===== src/rtl/fpu_mul_pkg.sv =====
// Shared definitions for the single-precision multiplier controller and its datapath.
package fpu_mul_pkg;

    localparam int MUL_CYCLES_DEF = 4;
    localparam int CNT_W_DEF      = 3;

    // Acceptance edge to first out_valid cycle on the arithmetic path.
    localparam int LAT_NORMAL     = MUL_CYCLES_DEF + 5;

    typedef enum logic [2:0] {
        IDLE = 3'd0,
        EXP  = 3'd1,
        MUL  = 3'd2,
        NORM = 3'd3,
        RND  = 3'd4,
        EUP  = 3'd5,
        DONE = 3'd6
    } state_e;

endpackage


===== src/rtl/fpu_mul_ctrl.sv =====
// Sequencing controller for the multiplier datapath: walks operand latch, iterative
// multiply, normalize, round and exponent update, then holds the result for handoff.
module fpu_mul_ctrl
    import fpu_mul_pkg::*;
#(
    parameter int MUL_CYCLES = MUL_CYCLES_DEF,
    parameter int CNT_W      = CNT_W_DEF
) (
    input  logic CLK,
    input  logic RST,
    input  logic in_valid,
    output logic in_ready,
    input  logic in_special,
    input  logic flush,
    output logic ld_op,
    output logic mul_start,
    output logic mul_en,
    output logic norm_en,
    output logic rnd_en,
    output logic eup_en,
    input  logic ovf_case,
    input  logic udf_case,
    output logic out_valid,
    input  logic out_ready,
    output logic out_special,
    output logic res_ovf,
    output logic res_udf,
    input  logic clr_sticky,
    output logic ovf_sticky,
    output logic udf_sticky,
    output logic busy
);

    generate
        if (MUL_CYCLES < 1 || (MUL_CYCLES - 1) >= (1 << CNT_W)) begin : g_param_check
            $error("fpu_mul_ctrl: MUL_CYCLES must be in 1..2**CNT_W");
        end
    endgenerate

    localparam logic [CNT_W-1:0] CNT_LOAD = CNT_W'(MUL_CYCLES - 1);

    state_e     state_q, state_d;
    logic [CNT_W-1:0] cnt_q, cnt_d;
    logic       out_special_q, out_special_d;
    logic       res_ovf_q, res_ovf_d;
    logic       res_udf_q, res_udf_d;
    logic       ovf_sticky_q, ovf_sticky_d;
    logic       udf_sticky_q, udf_sticky_d;

    always_ff @(posedge CLK) begin
        if (RST) begin
            state_q       <= IDLE;
            cnt_q         <= '0;
            out_special_q <= 1'b0;
            res_ovf_q     <= 1'b0;
            res_udf_q     <= 1'b0;
            ovf_sticky_q  <= 1'b0;
            udf_sticky_q  <= 1'b0;
        end else begin
            state_q       <= state_d;
            cnt_q         <= cnt_d;
            out_special_q <= out_special_d;
            res_ovf_q     <= res_ovf_d;
            res_udf_q     <= res_udf_d;
            ovf_sticky_q  <= ovf_sticky_d;
            udf_sticky_q  <= udf_sticky_d;
        end
    end

    always_comb begin
        state_d       = state_q;
        cnt_d         = cnt_q;
        out_special_d = out_special_q;
        res_ovf_d     = res_ovf_q;
        res_udf_d     = res_udf_q;
        in_ready      = 1'b0;
        ld_op         = 1'b0;
        mul_start     = 1'b0;
        mul_en        = 1'b0;
        norm_en       = 1'b0;
        rnd_en        = 1'b0;
        eup_en        = 1'b0;
        out_valid     = 1'b0;

        unique case (state_q)
            IDLE: begin
                in_ready = ~flush;
                if (in_valid && !flush) begin
                    ld_op     = 1'b1;
                    res_ovf_d = 1'b0;
                    res_udf_d = 1'b0;
                    if (in_special) begin
                        state_d       = DONE;
                        out_special_d = 1'b1;
                    end else begin
                        state_d       = EXP;
                        out_special_d = 1'b0;
                    end
                end
            end
            EXP: begin
                cnt_d   = CNT_LOAD;
                state_d = MUL;
            end
            MUL: begin
                // The counter starts at MUL_CYCLES-1, so only the first beat sees the load value.
                mul_en    = 1'b1;
                mul_start = (cnt_q == CNT_LOAD);
                if (cnt_q == '0) begin
                    state_d = NORM;
                end else begin
                    cnt_d = cnt_q - 1'b1;
                end
            end
            NORM: begin
                norm_en = 1'b1;
                state_d = RND;
            end
            RND: begin
                rnd_en  = 1'b1;
                state_d = EUP;
            end
            EUP: begin
                eup_en    = 1'b1;
                res_ovf_d = ovf_case;
                res_udf_d = udf_case;
                state_d   = DONE;
            end
            DONE: begin
                out_valid = 1'b1;
                if (out_ready) begin
                    state_d = IDLE;
                end
            end
            default: state_d = IDLE;
        endcase

        // Abort beats both handshakes; the datapath must not see any enable this cycle.
        if (flush) begin
            state_d       = IDLE;
            ld_op         = 1'b0;
            mul_start     = 1'b0;
            mul_en        = 1'b0;
            norm_en       = 1'b0;
            rnd_en        = 1'b0;
            eup_en        = 1'b0;
            out_special_d = 1'b0;
            res_ovf_d     = 1'b0;
            res_udf_d     = 1'b0;
        end

        // A fresh exception on the EUP edge outranks a coincident clear.
        ovf_sticky_d = (ovf_sticky_q & ~clr_sticky) | (eup_en & ovf_case);
        udf_sticky_d = (udf_sticky_q & ~clr_sticky) | (eup_en & udf_case);
    end

    assign out_special = out_special_q;
    assign res_ovf     = res_ovf_q;
    assign res_udf     = res_udf_q;
    assign ovf_sticky  = ovf_sticky_q;
    assign udf_sticky  = udf_sticky_q;
    assign busy        = (state_q != IDLE);

endmodule


===== config.mk =====
export PLATFORM = sky130hd
export DESIGN_NAME = fpu_mul_ctrl
export DESIGN_NICKNAME = d
export VERILOG_FILES = /design/src/rtl/fpu_mul_pkg.sv /design/src/rtl/fpu_mul_ctrl.sv
export SDC_FILE = /design/constraint.sdc
export NUM_CORES = 1
export LEC_CHECK = 0
export BUFFER_PORTS_ARGS = -buffer_cell sky130_fd_sc_hd__buf_4
export CORE_MARGIN = 2
export CORE_UTILIZATION = 40
export DETAILED_ROUTE_END_ITERATION = 8
export PLACE_DENSITY = 0.66
export SLEW_MARGIN = 10
export SYNTH_ARGS = -nofsm -noshare
export SYNTH_HDL_FRONTEND = slang
export SYNTH_SLANG_ARGS = --single-unit

===== constraint.sdc =====
create_clock -name CLK -period 2 [get_ports CLK]
set_input_delay 0.4 -clock CLK [delete_from_list [all_inputs] [get_ports CLK]]
set_output_delay 0.4 -clock CLK [all_outputs]
set_load 0.005 [all_outputs]

==> results of run 1 <==
[stage by stage]
step / instance area, um^2 / instances / setup WS (ns) / utilization
global placement: 835.8 / 113 / 0.3932 / 0.5361
finish: 870.8 / 117 / 0.1326 / 0.5586
floorplan: 680.7 / 80 / 0.5683 / -
CTS: 863.3 / 117 / 0.01198 / 0.5538
global route: 870.8 / 117 / 0.06200 / 0.5586
detailed placement: 835.8 / 113 / 0.3116 / 0.5361
[timing repair]
item,4_1_cts,5_1_grt
endpoints found under the setup margin,0,2
resized for setup,0,3
endpoints found under the hold margin,0,0
buffers inserted,0,0
[critical path, cell delays in order, from the launching register on]
cell     delay (ns)
dfxtp_1        0.48
or3_4          0.43
nor2b_4        0.16
buf_4          0.13
[layout by cell type, fill, tap and decap left out, drive strengths merged, types with 3 or more instances in the layout]
cell and n:
buf 22, dfxtp 11, nor2 6, nand2 6, inv 5, nor4 4, a21oi 4, nor2b 4
o21ai 3, o22ai 3, ha 3, clkbuf 3, nor3 3
[state kept, by name (all words and copies together), names as in the netlist]
name and count:
cnt_q 3, out_special 1, ovf_sticky 1, res_ovf 1, res_udf 1, state_q 3, udf_sticky 1
[final cells by class]
type / instances / area (um^2)
inverter: 5 / 18.77
fill: 146 / 688.2
multi-input combinational: 59 / 416.7
tap: 16 / 20.02
clock buffer: 3 / 22.52
sequential: 11 / 222.7
timing repair buffer: 22 / 165.2
clock inverter: 1 / 5.005
[worst max path at each step]
stage,start,to,slack (ns),depth (start not counted)
after CTS,state_q[1],mul_start,0.01,4
final,state_q[0],ld_op,0.13,3
after detailed placement,state_q[1],mul_start,0.31,4
after floorplan,cnt_q[0],cnt_q[1],0.57,6
after global placement,state_q[1],mul_start,0.39,4
after global routing,state_q[0],ld_op,0.06,3
[where the power goes]
part | internal, mW | switching [mW]
combinational | 0.0460 | 0.0413
clock | 0.0739 | 0.0794
sequential | 0.225 | 0.0104
total | 0.345 | 0.131
[per-layer routing]
metal	GRT usage	wire length, um	vias to the layer above	part of all wire
met5	0	0	-	0
met4	0.07059	17	0	0.011
met3	0.02400	83	4	0.053
met2	0.2429	719	24	0.46
met1	0.2463	744	296	0.48
li1	-	-	333	-
[cell families after synthesis]
| group | synth area share |
|---|---|
| AO/OA/AOI/OAI | 0.1802 |
| multiplexers | 0.04779 |
| AND/OR/NAND/NOR | 0.3217 |
| adder cells (fa/ha/maj) | 0.05515 |
| flip-flops | 0.3235 |
| buffers and inverters | 0.07168 |
==> flow_summary.ini, run 1 <==
[setup_path]
worst-path-max-fanout = 17
worstPathArrival_ns = 1.47
regToRegEndpoint = cnt_q[2]
worstSetupEndpointType = output pin
reg2regPathDepth = 6
start_kind = flip-flop
worst-setup-path-type = reg2out
rrSetupSlack_ns = 0.37
required_ns = 1.60
rr_startpoint = cnt_q[0]

[synth]
avgSynthCellArea_um2 = 8.508
ys_seq_area_frac = 0.3235
yosysMostFrequentCell = dfxtp_1
synth_top_flop_cell = dfxtp_1
syn_nets = 92
synth_top_area_share = 0.3235
ys_ff_latch = 11
ys_top_cells_by_area = dfxtp_1 32%, ha_1 5.5%, nor4_1 3.7%
yosys.area.top_type = dfxtp_1
synthCells = 80
yosys_warnings = 0
syn_area_um2 = 680.7
synthDistinctLibCells = 35
synth_common_cells = 11 x dfxtp_1, 6 x nand2_1, 6 x nor2_1, 5 x inv_1
synth-edff-count = 0
async_flop_share = 0

[floorplan]
num_io_pins = 23
die_w_um = 45.25
fp-row-count = 14
die_y_um = 45.25
initial_core_util = 0.4366
coreArea_um2 = 1559
die_area_um2 = 2048

[global_route]
first_global_vias = 559
antenna_found_initial = 0
gr-total-overflow = 0
gr-usage-all-layers = 0.1676
grt_max_degree = 18
grt_pass1_wl_mm = 2.490

[timing]
max_freq_mhz = 535.5
fin_skew_ns = 0.006025
timing.final.crit_share = 0.9337
worst_pin_slew_ns = 0.5342
rsz0062_at_grt = false
whs_ns = 0.3279
hold_viol_final = 0
maxSlewViolCount = 0
min_period_ns = 1.867
max_slew_margin = 0.6434
fin_setup_tns_ns = 0
setup_viol = 0

[clocking]
htreeDepth = 1
ctsHoldBuffers = 0
clock_latency_ns = 0.27
cts_buffers = 3
cts-root-buf = clkbuf_4
clkSlewWorstSetupHoldPaths_ns = 0.08
cts_buffer_depth = 2
cts_tree = done
clkSinkCount = 11

[placement]
io_buffers = 22
gp_congestion = 0.7847
dp_hpwl_mm = 1.176

[power]
p_leak_nw = 0.3571
total_power_uw = 475.7
ir_drop_uv = 404.9
power.density_nw_per_um2 = 546.2

[layout]
final_nets = 114
insertedDiodeCount = 0
syn2layout_area_growth_pct = 27.94
drive_gt1_frac = 0.3465

[route]
drc = 0
num_vias = 657
via_per_inst = 5.615
wl_per_cell_um = 13.37
dr.pass1.iters = 4
wl_mm = 1.564
drt_iter0_markers = 11
ant_nets = 0

[status]
status = complete, no violations

[hold_path]
hold_start = in_special
hp-class = in2reg
min_path_cells = 2
holdPathEnd = state_q[0]

[job]
max_cap_viol_count = 0
(Power assumes the default switching activity.)
==> run 2, diff against run 1 <==
--- a/config.mk
+++ b/config.mk
@@ -6,10 +6,10 @@
 export NUM_CORES = 1
 export LEC_CHECK = 0
 export BUFFER_PORTS_ARGS = -buffer_cell sky130_fd_sc_hd__buf_4
-export CORE_MARGIN = 2
+export CORE_MARGIN = 3
 export CORE_UTILIZATION = 40
 export DETAILED_ROUTE_END_ITERATION = 8
-export PLACE_DENSITY = 0.66
+export PLACE_DENSITY = 0.74
 export SLEW_MARGIN = 10
 export SYNTH_ARGS = -nofsm -noshare
 export SYNTH_HDL_FRONTEND = slang
==> run 2 against run 1 <==
  * First-iteration DRC count fell by 36%
  * Die area rose by 9.0%
  * Core utilization fell by 0.40 points
  * Final cell count did not move
  * Worst setup slack got worse by 0.0025 ns
  * Global-route usage rose by 0.15 points
  * Cell area fell by 0.72%
  * Worst hold slack got worse by 0.011 ns
  * Non-clock buffer count did not move
  * Clock skew rose by 0.0014 ns
  * Count of clock-buffer cells in the layout rose by 1
  * Sequential cell count did not move
  * Highest routed layer unchanged
==> flow_summary.ini, run 2 (synthesized netlist as in run 1, its figures left out) <==
[clocking]
clkSinkCount = 11
cts_buffer_depth = 2
cts_tree = done
clkSlewWorstSetupHoldPaths_ns = 0.07
clock_latency_ns = 0.28
cts-root-buf = clkbuf_4
cts_buffers = 3
cts_setup_buffers = 0
htreeDepth = 1

[setup_path]
worstSetupEndpointType = output pin
required_ns = 1.60
worst-setup-path-type = reg2out
worst-path-max-fanout = 17
start_kind = flip-flop
rrSetupSlack_ns = 0.39
worstPathArrival_ns = 1.47

[layout]
fin_util = 0.5546
final_nets = 114
fillerInstances = 149
layout.cells.most_common_list = 22 x buf_4, 9 x dfxtp_1, 6 x nor2_1, 6 x nand2_1, 5 x inv_1
insertedDiodeCount = 0
syn2layout_area_growth_pct = 27.02
reg_top3 = cnt_q (3), state_q (3)
final_area_um2 = 864.6
final_common_cell = buf_4
drive_gt1_frac = 0.3267

[global_route]
gr-total-overflow = 0
antenna_found_initial = 0
grt_max_degree = 18
grt_pass1_wl_mm = 2.697
gr-usage-all-layers = 0.1691
first_global_vias = 608

[floorplan]
die_y_um = 47.25
fp-row-count = 14
die_w_um = 47.25
num_io_pins = 23
die_area_um2 = 2233
coreArea_um2 = 1559
initial_core_util = 0.4366

[timing]
maxSlewViolCount = 0
max_slew_margin = 0.6574
setup_slack_ns = 0.1301
fin_skew_ns = 0.007380
timing.final.crit_share = 0.9349
worst_pin_slew_ns = 0.5133
fin_setup_tns_ns = 0
hold_viol_final = 0
setup_viol = 0
max_freq_mhz = 534.8
min_period_ns = 1.870
rsz0062_at_grt = false

[route]
num_vias = 654
wl_mm = 1.614
dr.pass1.iters = 4
drt_iter0_markers = 7
via_per_inst = 5.590
wl_per_cell_um = 13.79
ant_nets = 0
drc = 0

[placement]
preCtsSetupSlack_ns = 0.3090
dp_hpwl_mm = 1.223
placed_area_um2 = 835.8
gp_congestion = 0.7272
io_buffers = 22

[job]
max_cap_viol_count = 0

[power]
p_leak_nw = 0.3520
power.density_nw_per_um2 = 549.9
ir_drop_uv = 417.0

[status]
status = complete, no violations

[hold_path]
hp-class = in2reg
run 2: changes by cell type in the layout (fill, tap and decap cells not counted):
cell      delta
nor3_1       +1
clkinv_2     -1
clkbuf_1     +1
nor3_2       -1
run 2: report_power, final:
| part | internal (mW) | leakage (nW) | total (mW) | switching (mW) |
|---|---|---|---|---|
| combinational | 0.0458 | 0.247 | 0.0865 | 0.0407 |
| clock | 0.0774 | 0.0150 | 0.154 | 0.0767 |
| sequential | 0.225 | 0.0899 | 0.235 | 0.0101 |
run 2: worst paths after layout:
check             cells after the start          end   startpoint
setup / recovery                      3        ld_op   state_q[0]
hold reg to reg                       2  out_special  out_special
setup reg to reg                      6     cnt_q[1]     cnt_q[0]
hold / removal                        2   state_q[0]   in_special
run 2: metal layers:
| metal | global-route usage | vias to the layer above | routed length (um) |
|---|---|---|---|
| li1 | - | 330 | - |
| met4 | 0.08287 | 0 | 30 |
| met5 | 0 | - | 0 |
| met1 | 0.2323 | 294 | 721 |
| met3 | 0.03065 | 5 | 109 |
| met2 | 0.2513 | 25 | 753 |
run 2: layout make-up:
class / count / area, um^2 / share of cell area
Inverter: 5 / 18.77 / 0.02171
Multi-Input combinational cell: 59 / 411.6 / 0.4761
Clock buffer: 4 / 26.28 / 0.03039
Tap cell: 16 / 20.02 / 0.02315
Timing Repair Buffer: 22 / 165.2 / 0.1910
Sequential cell: 11 / 222.7 / 0.2576
run 2: what timing repair did:
item / CTS / global route
hold buffers: 0 / 0
endpoints found under the setup margin: 0 / 1
resized for setup: 0 / 2
run 2: critical path, stage by stage, from the launching register on:
cell     delay [ns]
dfxtp_1        0.47
or3_4          0.42
nor2b_4        0.17
buf_4          0.13
run 2: per-stage QoR:
| stage | instances | hold WS, ns | total power, mW |
|---|---|---|---|
| 6_report | 117 | 0.3166 | 0.4754 |
| 2_1_floorplan | 80 | 0.4511 | 0.2935 |
| 3_3_place_gp | 113 | 0.4450 | 0.3242 |
| 3_5_place_dp | 113 | 0.4529 | 0.3260 |
| 4_1_cts | 117 | 0.3187 | 0.4793 |
| 5_1_grt | 117 | 0.3360 | 0.4952 |
